<file path="src/rtl/mips_rf_pkg.sv">
// Shared constants and helpers for the MIPS32 register file family.
package mips_rf_pkg;

   localparam int DEF_BUS_SIZE = 32;
   localparam int DEF_DIR_SIZE = 5;

   // Smallest r with 2**r >= value (elaboration-time helper).
   function automatic int rf_log2(input int value);
      int r;
      r = 0;
      for (int i = 0; i < 31; i++) begin
         if ((32'sd1 <<< i) < value) begin
            r = i + 1;
         end else begin
            r = r;
         end
      end
      return r;
   endfunction

endpackage

</file>
<file path="src/rtl/rf_bypass_mux.sv">
// One read port: selects array data or same-cycle write data (highest port wins),
// and masks the busy bit when a writeback is being bypassed.
module rf_bypass_mux
   import mips_rf_pkg::*;
#(
   parameter int BUS_SIZE          = DEF_BUS_SIZE,
   parameter int DIR_SIZE_INTERNAL = DEF_DIR_SIZE,
   parameter int NW                = 1,
   parameter int ZERO_REG          = 1,
   parameter int WRITE_FIRST       = 1
) (
   input  logic                            rst,
   input  logic [DIR_SIZE_INTERNAL-1:0]    rdAddr,
   input  logic [BUS_SIZE-1:0]             arrData,
   input  logic                            arrBusy,
   input  logic [NW-1:0]                   wrEn,
   input  logic [NW*DIR_SIZE_INTERNAL-1:0] wrAddr,
   input  logic [NW*BUS_SIZE-1:0]          wrData,
   output logic [BUS_SIZE-1:0]             rdData,
   output logic                            rdBusy
);

   logic [NW-1:0]       match_s;
   logic [BUS_SIZE-1:0] byp_data_s;
   logic                use_byp_s;
   logic                is_zero_s;

   // Port match, priority select and r0/reset masking.
   always_comb begin
      byp_data_s = arrData;
      for (int k = 0; k < NW; k++) begin
         match_s[k] = wrEn[k] & (wrAddr[k*DIR_SIZE_INTERNAL +: DIR_SIZE_INTERNAL] == rdAddr);
         byp_data_s = match_s[k] ? wrData[k*BUS_SIZE +: BUS_SIZE] : byp_data_s;
      end
      is_zero_s = (ZERO_REG != 0) && (rdAddr == '0);
      use_byp_s = (WRITE_FIRST != 0) && (|match_s) && !rst;
      if (is_zero_s) begin
         rdData = '0;
         rdBusy = 1'b0;
      end else if (rst) begin
         rdData = arrData;
         rdBusy = 1'b0;
      end else begin
         rdData = use_byp_s ? byp_data_s : arrData;
         rdBusy = arrBusy & ~use_byp_s;
      end
   end

endmodule

</file>
<file path="src/rtl/regfile_mp_sb.sv">
// Multi-port register file with per-register in-flight (busy) scoreboard.
module regfile_mp_sb
   import mips_rf_pkg::*;
#(
   parameter int BUS_SIZE          = DEF_BUS_SIZE,
   parameter int DIR_SIZE_INTERNAL = DEF_DIR_SIZE,
   parameter int NR                = 2,
   parameter int NW                = 1,
   parameter int ZERO_REG          = 1,
   parameter int WRITE_FIRST       = 1
) (
   input  logic                            clk,
   input  logic                            rst,
   input  logic [NW-1:0]                   wrEn,
   input  logic [NW*DIR_SIZE_INTERNAL-1:0] wrAddr,
   input  logic [NW*BUS_SIZE-1:0]          wrData,
   input  logic                            rsvEn,
   input  logic [DIR_SIZE_INTERNAL-1:0]    rsvAddr,
   input  logic [NR*DIR_SIZE_INTERNAL-1:0] rdAddr,
   output logic [NR*BUS_SIZE-1:0]          rdData,
   output logic [NR-1:0]                   rdBusy,
   output logic                            anyBusy
);

   localparam int A     = DIR_SIZE_INTERNAL;
   localparam int W     = BUS_SIZE;
   localparam int DEPTH = 1 << DIR_SIZE_INTERNAL;

   logic [W-1:0]     regs_q [DEPTH];
   logic [W-1:0]     regs_d [DEPTH];
   logic [DEPTH-1:0] busy_q;
   logic [DEPTH-1:0] busy_d;
   logic             any_busy_q;
   logic [NW-1:0]    wr_ok_s;
   logic             clr_s;
   logic             set_s;

   // Next-state for array and scoreboard; higher write port overrides lower on data.
   always_comb begin
      regs_d = regs_q;
      busy_d = busy_q;
      for (int k = 0; k < NW; k++) begin
         wr_ok_s[k] = wrEn[k] & ~((ZERO_REG != 0) && (wrAddr[k*A +: A] == '0));
      end
      for (int a = 0; a < DEPTH; a++) begin
         clr_s = 1'b0;
         for (int k = 0; k < NW; k++) begin
            regs_d[a] = (wr_ok_s[k] && (wrAddr[k*A +: A] == A'(a))) ? wrData[k*W +: W] : regs_d[a];
            clr_s     = clr_s | (wrEn[k] & (wrAddr[k*A +: A] == A'(a)));
         end
         set_s     = rsvEn & (rsvAddr == A'(a)) & ~((ZERO_REG != 0) && (a == 0));
         busy_d[a] = (busy_q[a] & ~clr_s) | set_s;
      end
   end

   // Storage, busy vector and drain flag with synchronous reset.
   always_ff @(posedge clk) begin
      if (rst) begin
         for (int a = 0; a < DEPTH; a++) begin
            regs_q[a] <= '0;
         end
         busy_q     <= '0;
         any_busy_q <= 1'b0;
      end else begin
         regs_q     <= regs_d;
         busy_q     <= busy_d;
         any_busy_q <= |busy_d;
      end
   end

   assign anyBusy = any_busy_q;

   for (genvar i = 0; i < NR; i++) begin : g_rd
      logic [A-1:0] addr_s;
      assign addr_s = rdAddr[i*A +: A];

      rf_bypass_mux #(
         .BUS_SIZE          (BUS_SIZE),
         .DIR_SIZE_INTERNAL (DIR_SIZE_INTERNAL),
         .NW                (NW),
         .ZERO_REG          (ZERO_REG),
         .WRITE_FIRST       (WRITE_FIRST)
      ) u_mux (
         .rst     (rst),
         .rdAddr  (addr_s),
         .arrData (regs_q[addr_s]),
         .arrBusy (busy_q[addr_s]),
         .wrEn    (wrEn),
         .wrAddr  (wrAddr),
         .wrData  (wrData),
         .rdData  (rdData[i*W +: W]),
         .rdBusy  (rdBusy[i])
      );
   end

endmodule

</file>
<file path="config.mk">
export PLATFORM = sky130hd
export DESIGN_NAME = regfile_mp_sb
export DESIGN_NICKNAME = d
export VERILOG_FILES = /design/src/rtl/mips_rf_pkg.sv /design/src/rtl/rf_bypass_mux.sv /design/src/rtl/regfile_mp_sb.sv
export SDC_FILE = /design/constraint.sdc
export NUM_CORES = 2
export LEC_CHECK = 0
export CAP_MARGIN = 10
export CORE_UTILIZATION = 48
export CTS_BUF_LIST = sky130_fd_sc_hd__clkbuf_16
export DETAILED_ROUTE_END_ITERATION = 7
export MAX_ROUTING_LAYER = met4
export PLACE_DENSITY_LB_ADDON = 0.1
export SLEW_MARGIN = 20
export SYNTH_ARGS = -nofsm -noshare
export SYNTH_HDL_FRONTEND = slang
export SYNTH_SLANG_ARGS = --single-unit
</file>
<file path="constraint.sdc">
create_clock -name clk -period 3 [get_ports clk]
set_input_delay 0.6 -clock clk [delete_from_list [all_inputs] [get_ports clk]]
set_output_delay 0.6 -clock clk [all_outputs]
set_load 0.005 [all_outputs]
</file>
==> qor.csv <==
stage,metric,value,unit
clocking,Max H-tree Level,3,
final_layout,"non-filler cells, final",8288,
status,violated checks,negative setup slack,
clocking,clk root buf,clkbuf_16,
yosys,Post-Syn Nets,6402,
sta,relative slew slack,0.2985,
global_routing,met2 Usage GRT,0.6093,
yosys,mean area per synthesized cell,8.644,µm²
final_layout,FF+latch area,21180,µm²
global_routing,GRT Total Usage,0.4260,
clocking,clk slew on worst S/H paths,0.06,ns
yosys,Synth Flop Type,dfxtp_1,
yosys,top post-synthesis cells by area,"dfxtp_1 39%, mux4_2 19%, nand2_1 14%, a21oi_1 10%, mux2i_1 4.6%",
yosys,flop and latch count out of synthesis,1057,
critical_path,Setup CP Type,in2out,
min_path,HP Class,reg2reg,
drt,antenna-violating nets left,0,
drt,DRC Markers,0,
sta,Final Hold Fails,0,
clocking,clock sink count,1057,
final_layout,layout cells sized above 1,0.2729,
global_routing,GR Layer Usage met3,0.1123,
clocking,clock tree buffer depth,3,
global_routing,largest net degree at the start of global routing,193,
sta,RSZ-0062 raised after global routing,yes,
placed_design,IO Port Bufs,122,
final_layout,multi-input logic area,32440,µm²
global_routing,GR Layer Usage met1,0.5536,
yosys,post-synth cell types,49,
drt,vias per inst,6.500,
critical_path,CP Data Required Time,2.40,ns
placed_design,GP Congestion,0.9211,
yosys,cell count after synthesis,6346,
sta,Fmax achieved,299.1,MHz
final_layout,Fill cells,9452,
drt,Avg WL per Cell,30.14,µm
critical_path,R2R depth,4,
sta,post-route setup slack,-0.3434,ns
clocking,CTS tree,yes,
yosys,Ys Warns,0,
sta,fin. max-slew vios,0,
drt,routed via count,53870,
power_and_ir_drop,Leak,24.20,nW
min_path,hold depth,2,
clocking,TritonCTS buffer count,115,
yosys,post-synthesis instance area,54860,µm²
yosys,"Async S/R FF share, synth",0,
clocking,Worst-Skew Late Latency,0.71,ns
yosys,area fraction of the dominant cell type after synthesis,0.3857,
sta,skew final,0.005439,ns
global_routing,antenna violations before repair,9,
placed_design,placed cell count,7837,
sta,fin crit share,1.114,
floorplan,Rows,123,
placed_design,Post-DP Area,61410,µm²
drt,DR pass1 iterations,6,
power_and_ir_drop,power density cells,469.1,nW/µm²
sta,Tightest Pin Transition,1.052,ns
critical_path,crit path DAT,2.74,ns
sta,Final Setup Violations,66,
yosys,leading area contributor after synthesis,dfxtp_1,
power_and_ir_drop,"Power, Total",32.75,mW
global_routing,global routing's busiest layer,met2,
yosys,post-synthesis sequential area ratio,0.3857,
sta,fin crit period,3.343,ns
floorplan,Starting Density,0.4856,
floorplan,DIE WIDTH,340.1,µm
floorplan,chip height,340.1,µm
critical_path,startpoint type of the worst setup path,input port,
status,status,"complete, but fails checks",
global_routing,GR Overflow Total,0,
placed_design,HPWL after DPL,144300,µm
run,reported max-cap violation count,0,
floorplan,core area,113000,µm²
drt,DRT iter0 DRCs,8137,
critical_path,Worst setup EP type,primary output,
critical_path,Crit Path Max Fanout,5,
global_routing,first-pass GRT wire length,350100,µm
final_layout,area grow syn2layout,27.26,%
floorplan,die area,115600,µm²
floorplan,# IOs,123,
yosys,number of synthesized flops with an enable pin,0,
power_and_ir_drop,maximum VDD drop,0.0004710,V
drt,final WL,249800,µm
global_routing,via count of the first global-routing pass,49490,
final_layout,cell area after layout,69810,µm²
final_layout,Nets,6742,
[flip-flops by register name, indices dropped and copies added (netlist names)]
signal,flops
regs_q,1024
busy_q,32
anyBusy,1
[synthesized netlist by cell type, types with 3 or more instances]
library cell,number
or2_2,4
nor2b_1,125
a311o_1,6
buf_2,66
dfxtp_1,1057
nand3_1,51
nor3b_1,3
a32o_1,6
and2_1,7
mux2_2,7
and4_1,4
a211oi_1,62
or2_1,6
a21oi_1,1105
clkbuf_2,23
nand4_1,8
o21ai_0,53
xor2_1,8
clkbuf_1,517
buf_1,16
o211ai_1,19
mux2i_1,254
o21ai_1,7
mux4_2,455
buf_8,3
a22oi_1,143
nand2_1,2112
nor2_1,96
buf_4,28
a221o_1,25
nor3_1,12
nand2b_1,8
buf_6,28
[final cells by class]
type,count,share of cell area
Clock buffer,118,0.04230
Multi-Input combinational cell,4605,0.4647
Sequential cell,1057,0.3034
Clock inverter,96,0.009875
Antenna cell,5,0.0001792
Timing Repair Buffer,905,0.1525
Inverter,2,0.0001075
Tap cell,1500,0.02688
[worst paths after layout]
check         startpoint           to  slack [ns]
max            rdAddr[6]   rdData[54]       -0.34
min          regs_q[916]  regs_q[916]        0.46
max reg2reg    busy_q[9]      anyBusy        1.57
min reg2reg  regs_q[916]  regs_q[916]        0.46
[where the power goes]
part           internal [mW]  total, mW  switching (mW)
logic                   1.85       4.37            2.52
clock network           7.86       14.2            6.30
registers               14.1       14.2          0.0788
total                   23.9       32.7            8.90
[critical path: stages]
cell	delay, ns
buf_16	0.14
xor2_1	0.16
nor3_1	0.26
nand4b_1	0.22
buf_6	0.18
o21a_4	0.21
buf_12	0.13
buf_16	0.12
buf_16	0.14
buf_12	0.14
buf_6	0.11
a22oi_2	0.11
nand2_1	0.08
buf_2	0.13
[per-layer routing]
metal	vias up	part of all wire
met4	0	0.061
li1	22810	-
met3	886	0.14
met2	3812	0.43
met1	26370	0.37
met5	-	0
[stage by stage]
| step | hold slack (ns) | util | setup WS (ns) | setup TNS (ns) |
|---|---|---|---|---|
| 2_1_floorplan | 0.4427 | - | 0.03780 | 0 |
| 3_3_place_gp | 0.4496 | 0.5436 | -0.8967 | -45.64 |
| 3_5_place_dp | 0.4569 | 0.5436 | -0.9475 | -48.10 |
| 4_1_cts | 0.4633 | 0.5976 | -0.4214 | -16.60 |
| 5_1_grt | 0.4779 | 0.6180 | -0.3917 | -15.25 |
| 6_report | 0.4611 | 0.6180 | -0.3434 | -13.00 |
[timing repair]
item	in CTS	in global routing
pin swaps	84	177
gates cloned	18	15
setup endpoints to repair	66	66
hold buffers	0	0
gates resized for setup	502	365
setup buffers	106	124
hold endpoints to repair	0	0
[cells in the final DEF (no fill, tap or decap), types with 8 or more instances in the layout]
cell,n
a211oi_2,54
a21oi_1,1038
a21oi_2,59
a21oi_4,8
a221o_1,25
a22oi_1,99
a22oi_2,44
buf_12,192
buf_16,31
buf_2,49
buf_4,435
buf_6,91
buf_8,30
bufinv_16,9
clkbuf_16,133
clkbuf_2,17
clkdlybuf4s50_1,39
clkinv_1,37
clkinv_2,29
dfxtp_1,1039
dfxtp_2,18
inv_1,15
mux2i_1,223
mux2i_2,22
mux2i_4,9
mux4_2,455
nand2_1,2104
nand3_1,33
nand3_2,18
nand4_1,8
nor2_1,58
nor2_4,34
nor2b_1,101
nor2b_4,21
o211ai_1,19
o21ai_0,16
o21ai_1,21
o21ai_2,22
or2_2,9
[logic make-up after synthesis]
family                    share of synthesized area
AOI/OAI and AO/OA                            0.1444
xor gates and xnor gates                   0.001597
DFF                                          0.3857
buffers and inverters                       0.05527
and+or+nand+nor                              0.1784
muxes                                        0.2346
(Power assumes the default switching activity.)
